<file path="src/rtl/rx_pkg.sv">
// rx_pkg: shared state type and framing constants for the serial receive sequencer.
package rx_pkg;
    typedef enum logic [1:0] {IDLE, START_CHK, RECV, DONE} rx_state_t;
    localparam int RX_DEFAULT_CLKS_PER_BIT = 10;
    localparam int RX_FRAME_BITS = 9;
endpackage

</file>
<file path="src/rtl/rx_bit_timer.sv">
// rx_bit_timer: bit-period rollover counter, 0..CLKS_PER_BIT-1, with clear and enable.
module rx_bit_timer #(
    parameter int CLKS_PER_BIT = 10
) (
    input  logic                            clk,
    input  logic                            n_rst,
    input  logic                            clear,
    input  logic                            enable,
    output logic [$clog2(CLKS_PER_BIT)-1:0] count,
    output logic                            rollover
);
    localparam int CW = $clog2(CLKS_PER_BIT);
    logic [CW-1:0] count_q, count_d;
    // rollover ignores enable so it never depends combinationally on the caller's clear/enable
    assign rollover = count_q == CW'(CLKS_PER_BIT - 1);
    assign count = count_q;
    always_comb count_d = clear ? '0 : !enable ? count_q : rollover ? '0 : count_q + 1'b1;
    always_ff @(posedge clk) begin
        if (!n_rst) count_q <= '0;
        else count_q <= count_d;
    end
endmodule

</file>
<file path="src/rtl/rx_sequencer.sv">
// rx_sequencer: start detection, mid-bit strobing and one-deep receive buffer for a serial RX path.
// Define RX_SEQ_SYNC_EN to place a two-flop synchronizer on serial_in.
module rx_sequencer import rx_pkg::*; #(
    parameter int CLKS_PER_BIT = RX_DEFAULT_CLKS_PER_BIT
) (
    input  logic       clk,
    input  logic       n_rst,
    input  logic       serial_in,
    input  logic       stop_bit,
    input  logic [7:0] packet_data,
    input  logic       data_read,
    output logic       shift_strobe,
    output logic       packet_done,
    output logic [7:0] rx_data,
    output logic       data_ready,
    output logic       framing_error,
    output logic       overrun_error,
    output logic       busy
);
    localparam int CW = $clog2(CLKS_PER_BIT);
    localparam int HALF = CLKS_PER_BIT / 2;
    rx_state_t state_q, state_d;
    logic [3:0] strb_cnt_q, strb_cnt_d;
    logic [7:0] rx_data_q, rx_data_d;
    logic ln, ln_q, ready_q, ready_d, fe_q, fe_d, oe_q, oe_d, commit;
    logic timer_clear, rollover;
    logic [CW-1:0] count;
`ifdef RX_SEQ_SYNC_EN
    logic [1:0] sync_q;
    always_ff @(posedge clk) begin
        if (!n_rst) sync_q <= 2'b11;
        else sync_q <= {sync_q[0], serial_in};
    end
    assign ln = sync_q[1];
`else
    assign ln = serial_in;
`endif
    rx_bit_timer #(.CLKS_PER_BIT(CLKS_PER_BIT)) u_timer (
        .clk      (clk),
        .n_rst    (n_rst),
        .clear    (timer_clear),
        .enable   (1'b1),
        .count    (count),
        .rollover (rollover)
    );
    always_comb begin
        state_d = state_q;
        strb_cnt_d = '0;
        shift_strobe = 1'b0;
        packet_done = 1'b0;
        case (state_q)
            IDLE:      if (ln_q && !ln) state_d = START_CHK;
            START_CHK: if (count == CW'(HALF - 1)) state_d = ln ? IDLE : RECV;
            RECV: begin
                strb_cnt_d = strb_cnt_q;
                if (rollover) begin
                    shift_strobe = 1'b1;
                    strb_cnt_d = strb_cnt_q + 4'd1;
                    if (strb_cnt_q == 4'(RX_FRAME_BITS - 1)) state_d = DONE;
                end
            end
            DONE: begin
                packet_done = 1'b1;
                state_d = IDLE;
            end
        endcase
        // the timer restarts from 0 on every state entry and rests while idle
        timer_clear = state_q == IDLE || state_d != state_q;
    end
    // a read coinciding with a good commit consumes the old byte, so no overrun is flagged
    always_comb begin
        commit = state_q == DONE && stop_bit;
        rx_data_d = commit ? packet_data : rx_data_q;
        ready_d = commit | (ready_q & ~data_read);
        fe_d = state_q == DONE ? ~stop_bit : fe_q;
        oe_d = commit ? ready_q & ~data_read : oe_q & ~(ready_q & data_read);
    end
    always_ff @(posedge clk) begin
        if (!n_rst) begin
            state_q <= IDLE;
            strb_cnt_q <= '0;
            ln_q <= 1'b1;
            rx_data_q <= '0;
            ready_q <= 1'b0;
            fe_q <= 1'b0;
            oe_q <= 1'b0;
        end else begin
            state_q <= state_d;
            strb_cnt_q <= strb_cnt_d;
            ln_q <= ln;
            rx_data_q <= rx_data_d;
            ready_q <= ready_d;
            fe_q <= fe_d;
            oe_q <= oe_d;
        end
    end
    assign rx_data = rx_data_q;
    assign data_ready = ready_q;
    assign framing_error = fe_q;
    assign overrun_error = oe_q;
    assign busy = state_q != IDLE;
endmodule

</file>
<file path="config.mk">
export PLATFORM = sky130hd
export DESIGN_NAME = rx_sequencer
export DESIGN_NICKNAME = d
export VERILOG_FILES = /design/src/rtl/rx_pkg.sv /design/src/rtl/rx_bit_timer.sv /design/src/rtl/rx_sequencer.sv
export SDC_FILE = /design/constraint.sdc
export NUM_CORES = 1
export LEC_CHECK = 0
export CAP_MARGIN = 20
export CORE_MARGIN = 10
export CORE_UTILIZATION = 50
export DETAILED_ROUTE_END_ITERATION = 8
export MAX_ROUTING_LAYER = met4
export PLACE_DENSITY = 0.9
export SLEW_MARGIN = 20
export SYNTH_ARGS = -nofsm -noshare
export SYNTH_HDL_FRONTEND = slang
export SYNTH_SLANG_ARGS = --single-unit
</file>
<file path="constraint.sdc">
create_clock -name clk -period 3.7 [get_ports clk]
set_input_delay 0.74 -clock clk [delete_from_list [all_inputs] [get_ports clk]]
set_output_delay 0.74 -clock clk [all_outputs]
set_load 0.05 [all_outputs]
</file>
# == Word level (Yosys, flattened, before mapping) ==
# Index checks and enable logic that the tools add are counted.
# totals
regBits,22
in_bits,13
output_inout_bits,14
word_cells,43
# classes
n_addsub,2
eq_ne,7
muxes,10
bitwise_logic,8
n_reduce_logical,8
# op_table
op,n
two-way mux 2 bit,5
adder 4 x 1 -> 4 bit (second input constant),2
== test 4 bit (second input constant),2
one-hot mux 2 bit (4 select lines),1
== test 2 bit (second input constant),2
== test 4 x 3 -> 1 bit (second input constant),1
two-way mux 1 bit,4
inverter 1 bit,4
AND 1 bit,3
OR reduction 3 bit,1
== test 2 x 1 -> 1 bit (second input constant),1
logical AND 1 bit,2
zero test 2 bit,1
inequality test 2 bit,1
AND reduction 2 bit,1
nonzero test 2 bit,1
zero test 1 bit,1
logical OR 1 bit,1
bitwise OR 1 bit,1

# == Longest topological paths before layout ==
# depth
ltp_word,7
mapped_depth,5

# == By module ==
# Synthesis repeated with hierarchy kept, for this count alone.
# hier_totals
cells_unflattened,106
area_unflattened_um2,964.7
# modules_own_cells
mod,instances,cells_per_inst,area_per_inst_um2,seq_area_each_um2
rx_sequencer,1,85,774.5,360.3
rx_bit_timer,1,21,190.2,80.1

# == Worst setup path before layout ==
# No wires, ideal clock.
# synth_path
kind,reg2out
from,reg u_timer.count_q[1] (netlist: u_timer.count[1])
to,out shift_strobe
arrival_ns,1.409
t_required_ns,2.960
path_slack_ns,1.551
stages_incl_launch_ff,5
path_cell_list,dfxtp_1 -> inv_1 -> ha_1 -> nand3b_4 -> nor2_1
# synth_via
elab_chain_len,3
# synth_lines
item,line,rtl
from (decl),rx_bit_timer.sv:13,"logic [CW-1:0] count_q, count_d;"
from (signal assigned),rx_bit_timer.sv:20,else count_q <= count_d;
== test 4 bit,rx_bit_timer.sv:15,assign rollover = count_q == CW'(CLKS_PER_BIT - 1);
two-way mux 1 bit,rx_sequencer.sv:56,if (rollover) begin
two-way mux 1 bit,rx_sequencer.sv:51,case (state_q)
to (decl),rx_sequencer.sv:12,"output logic shift_strobe,"
# Every way passes these cells.

# == Final worst setup path ==
# Same ends and word-level chain as after synthesis.

==> summary.md <==
| Metric | Value |
|---|---|
| CTS Root Cell | `sky130_fd_sc_hd__clkbuf_4` |
| Top post-synthesis cells by area | `sky130_fd_sc_hd__dfxtp_1 (44%), sky130_fd_sc_hd__a21boi_0 (6.7%), sky130_fd_sc_hd__nand2_1 (6.3%)` |
| Post-synth ARST share | `0` |
| TNS Setup | `0 ns` |
| Worst EP required | `2.96 ns` |
| Total global routing track utilization | `0.09642` |
| Antenna violations before repair | `0` |
| Max Slew Vio Count | `0` |
| Num CTS Buffers | `3` |
| Dominant combinational cell family by area after synthesis | `simple AND/OR/NAND/NOR gates` |
| Slew at the pin closest to its max-slew limit | `0.5088 ns` |
| Initial core utilization | `0.5193` |
| Power per standard cell area | `306.9 nW/µm²` |
| Slowest cell on the critical path | `sky130_fd_sc_hd__clkdlybuf4s50_1` |
| Final ANT Viol Nets | `0` |
| Portion of netlist area occupied by mux cells | `0.009926` |
| Clk sink count | `22` |
| Cell-internal power | `0.3182 mW` |
| Share of power burned in combinational logic | `0.083` |
| Post-Synthesis Mean Instance Area | `9.085 µm²` |
| Hold depth | `2` |
| Net switching power figure | `0.08353 mW` |
| Net switching share of the total power | `0.2079` |
| Post-Syn Nets | `129` |
| Library cell with the largest summed area after synthesis | `sky130_fd_sc_hd__dfxtp_1` |
| Top-count cell post-synth | `sky130_fd_sc_hd__dfxtp_1` |
| Post-Syn Instances | `111` |
| Placement Rows | `16` |
| Flop pwr share | `0.602` |
| Largest vdd supply drop | `244.0 µV` |
| Class of the most critical setup path | `reg -> out` |
| Fraction of final layout cells sized beyond drive strength 1 | `0.05882` |
| Area growth, synth to finish | `29.78%` |
| CTS resizes | `0` |
| GRT overflow | `0` |
| Unrepaired setup endpoints after global routing | `false` |
| I/O pin count | `27` |
| Via count | `806` |
| Routability congestion estimate | `0.8294` |
| Hold Fails Final Rpt | `0` |
| Buffer levels on the longest clock path | `2` |
| Number of buffer cells added on primary ports | `26` |
| Total core area | `1942 µm²` |
| Most numerous cell types in the synthesized netlist | `sky130_fd_sc_hd__dfxtp_1 (22), sky130_fd_sc_hd__nand2_1 (17), sky130_fd_sc_hd__a21boi_0 (9), sky130_fd_sc_hd__nor2_1 (9), sky130_fd_sc_hd__inv_1 (6)` |
| Flops & latches, synth | `22` |
| Die ar. | `4213 µm²` |
| Count of hold-fix buffers inserted at cts | `0` |
| Overall die height | `64.91 µm` |
| Element type at the critical path end | `output pin` |
| Fmax achieved | `357.7 MHz` |
| Number of enable-type register cells in the synthesized netlist | `0` |
| First-pass GRT wire length | `3367 µm` |
| Mean number of vias per cell | `4.945` |
| Cells traversed along the worst timing path | `inv_1 -> ha_1 -> nand3b_4 -> nor2_1 -> clkdlybuf4s50_1` |
| Status | `finished clean` |
| Xor and xnor area share after synthesis | `0.03474` |
| Average wire length per cell after detail routing | `12.26 µm` |
| Number of optimization iterations in the first detailed-route pass | `7` |
| Number of global-route vias before repair | `766` |
| Net count, final | `155` |
| Synthesis warning total | `0` |
| Number of cells on the worst reg-to-reg path | `5` |
| Area fraction in and, or, nand and nor cells after synthesis | `0.2667` |
| Netlist area before placement | `1008 µm²` |
| Hold/Removal Path Class | `reg -> reg` |
| Clock transition at the registers of the reported paths | `0.11 ns` |
| Delay of the slowest critical-path stage | `0.81 ns` |
| Post-layout minimum cycle time | `2.795 ns` |
| Skew final | `0.002622 ns` |
| Pin count of the biggest net entering global routing | `18` |
| Leakage power summed over all cells | `0.5180 nW` |
| Clock power share | `0.316` |
| Post-synth top flop | `sky130_fd_sc_hd__dfxtp_1` |
| # setup viols final | `0` |
| Clock insertion delay at the later pin of the skew report | `0.30 ns` |
| Part of the Yosys area used for sequential elements | `0.4367` |
| Chip Width | `64.91 µm` |
| Startpoint types | `flip-flop` |
| Total power of the final layout | `0.4017 mW` |
| Compound-Gate Fraction of Synth Area | `0.1377` |
| Number of max-cap violations | `0` |
| Critical path peak fanout | `7` |
| Critical Path AT | `2.06 ns` |
| Iteration-0 DRC count of the detailed router | `33` |
| Post-detail-place hpwl | `1595 µm` |
| H-tree depth | `1` |
| Clock tree from TritonCTS | `built` |
| Share of the cycle needed by the critical path after routing | `0.7555` |
| Number of diodes | `0` |
| Post-CTS setup buffer count | `0` |
| Area share of fa/ha/maj cells after synthesis | `0.06203` |
| Residual DRC count | `0` |
| Unique cell type count in the Yosys netlist | `35` |
| Final Routed Wirelength | `1998 µm` |
| Area fraction of the dominant cell type after synthesis | `0.4367` |
| Headroom to the max-slew limit | `0.6598` |
## state kept, by name, summed over array words and instances (netlist names)
name,flops
data_ready,1
state_q,2
framing_error,1
overrun_error,1
rx_data,8
u_timer.count,4
strb_cnt_q,4
ln_q,1
## worst paths after layout
path,startpoint,to,slack (ns)
min reg2reg,rx_data[5],rx_data[5],0.47
max reg2reg,u_timer.count[1],strb_cnt_q[3],2.33
max,u_timer.count[1],shift_strobe,0.90
min,rx_data[5],rx_data[5],0.47
## cell type report
| cell class | count | area (µm²) |
|---|---|---|
| fillers | 156 | 633.1 |
| multi-input cells | 78 | 515.5 |
| flip-flops and latches | 22 | 440.4 |
| repair buffers | 26 | 260.3 |
| clock buffers | 4 | 36.28 |
| well taps | 27 | 33.78 |
| inverters | 6 | 22.52 |
## cell families (layout without fill, tap and decap cells)
kind of cell / Yosys count / in the layout
DFF: 22 / 22
buffers and inverters: 11 / 36
and+or+nand+nor: 48 / 48
muxes: 1 / 1
xor gates and xnor gates: 4 / 4
AOI/OAI and AO/OA: 20 / 20
adders and majority gates: 5 / 5
## stage by stage
| stage | setup slack [ns] | cell area, µm² | instances | util | hold WS, ns |
|---|---|---|---|---|---|
| finish | 0.9046 | 1309 | 163 | 0.6740 | 0.4718 |
| global route | 0.7865 | 1309 | 163 | 0.6740 | 0.4933 |
| detailed placement | 1.247 | 1272 | 159 | 0.6553 | 0.4584 |
| CTS | 0.8915 | 1309 | 163 | 0.6740 | 0.4747 |
| floorplan | 1.551 | 1008 | 111 | - | 0.4444 |
| global placement | 1.274 | 1272 | 159 | 0.6553 | 0.4537 |
## power by group through the flow
stage | registers, mW | clock network, mW | logic (mW)
4_1_cts | 0.242 | 0.129 | 0.0336
6_report | 0.242 | 0.127 | 0.0331
3_3_place_gp | 0.247 | 0 | 0.0326
2_1_floorplan | 0.245 | 0 | 0.0170
3_5_place_dp | 0.247 | 0 | 0.0330
5_1_grt | 0.242 | 0.140 | 0.0359
## placed cells by master (no fill, tap or decap), types with 2 or more instances in the layout
cell and n:
sky130_fd_sc_hd__clkdlybuf4s50_1 26, sky130_fd_sc_hd__dfxtp_1 22, sky130_fd_sc_hd__nand2_1 17, sky130_fd_sc_hd__nor2_1 9
sky130_fd_sc_hd__a21boi_0 9, sky130_fd_sc_hd__inv_1 6, sky130_fd_sc_hd__ha_1 5, sky130_fd_sc_hd__nand2b_1 4
sky130_fd_sc_hd__o21ai_0 4, sky130_fd_sc_hd__nand3b_1 3, sky130_fd_sc_hd__clkbuf_4 3, sky130_fd_sc_hd__and2_1 2
sky130_fd_sc_hd__nand3_1 2, sky130_fd_sc_hd__a21oi_1 2, sky130_fd_sc_hd__xnor2_1 2, sky130_fd_sc_hd__xor2_1 2
## critical path, delay by kind of cell, from the launching register on
family	cells	cell delay [ns]
AND/OR/NAND/NOR	2	0.27
buffers and inverters	2	0.91
adder cells (fa/ha/maj)	1	0.24
flip-flops	1	0.34
## metal layers
metal / vias up / GRT usage / wire, µm / part of all wire
li1: 423 / - / - / -
met1: 358 / 0.1106 / 961 / 0.48
met2: 23 / 0.1564 / 853 / 0.43
met3: 2 / 0.03436 / 164 / 0.082
met4: 0 / 0.02406 / 19 / 0.0095
met5: - / - / 0 / 0
No activity file was read; power rests on OpenSTA's default activity.
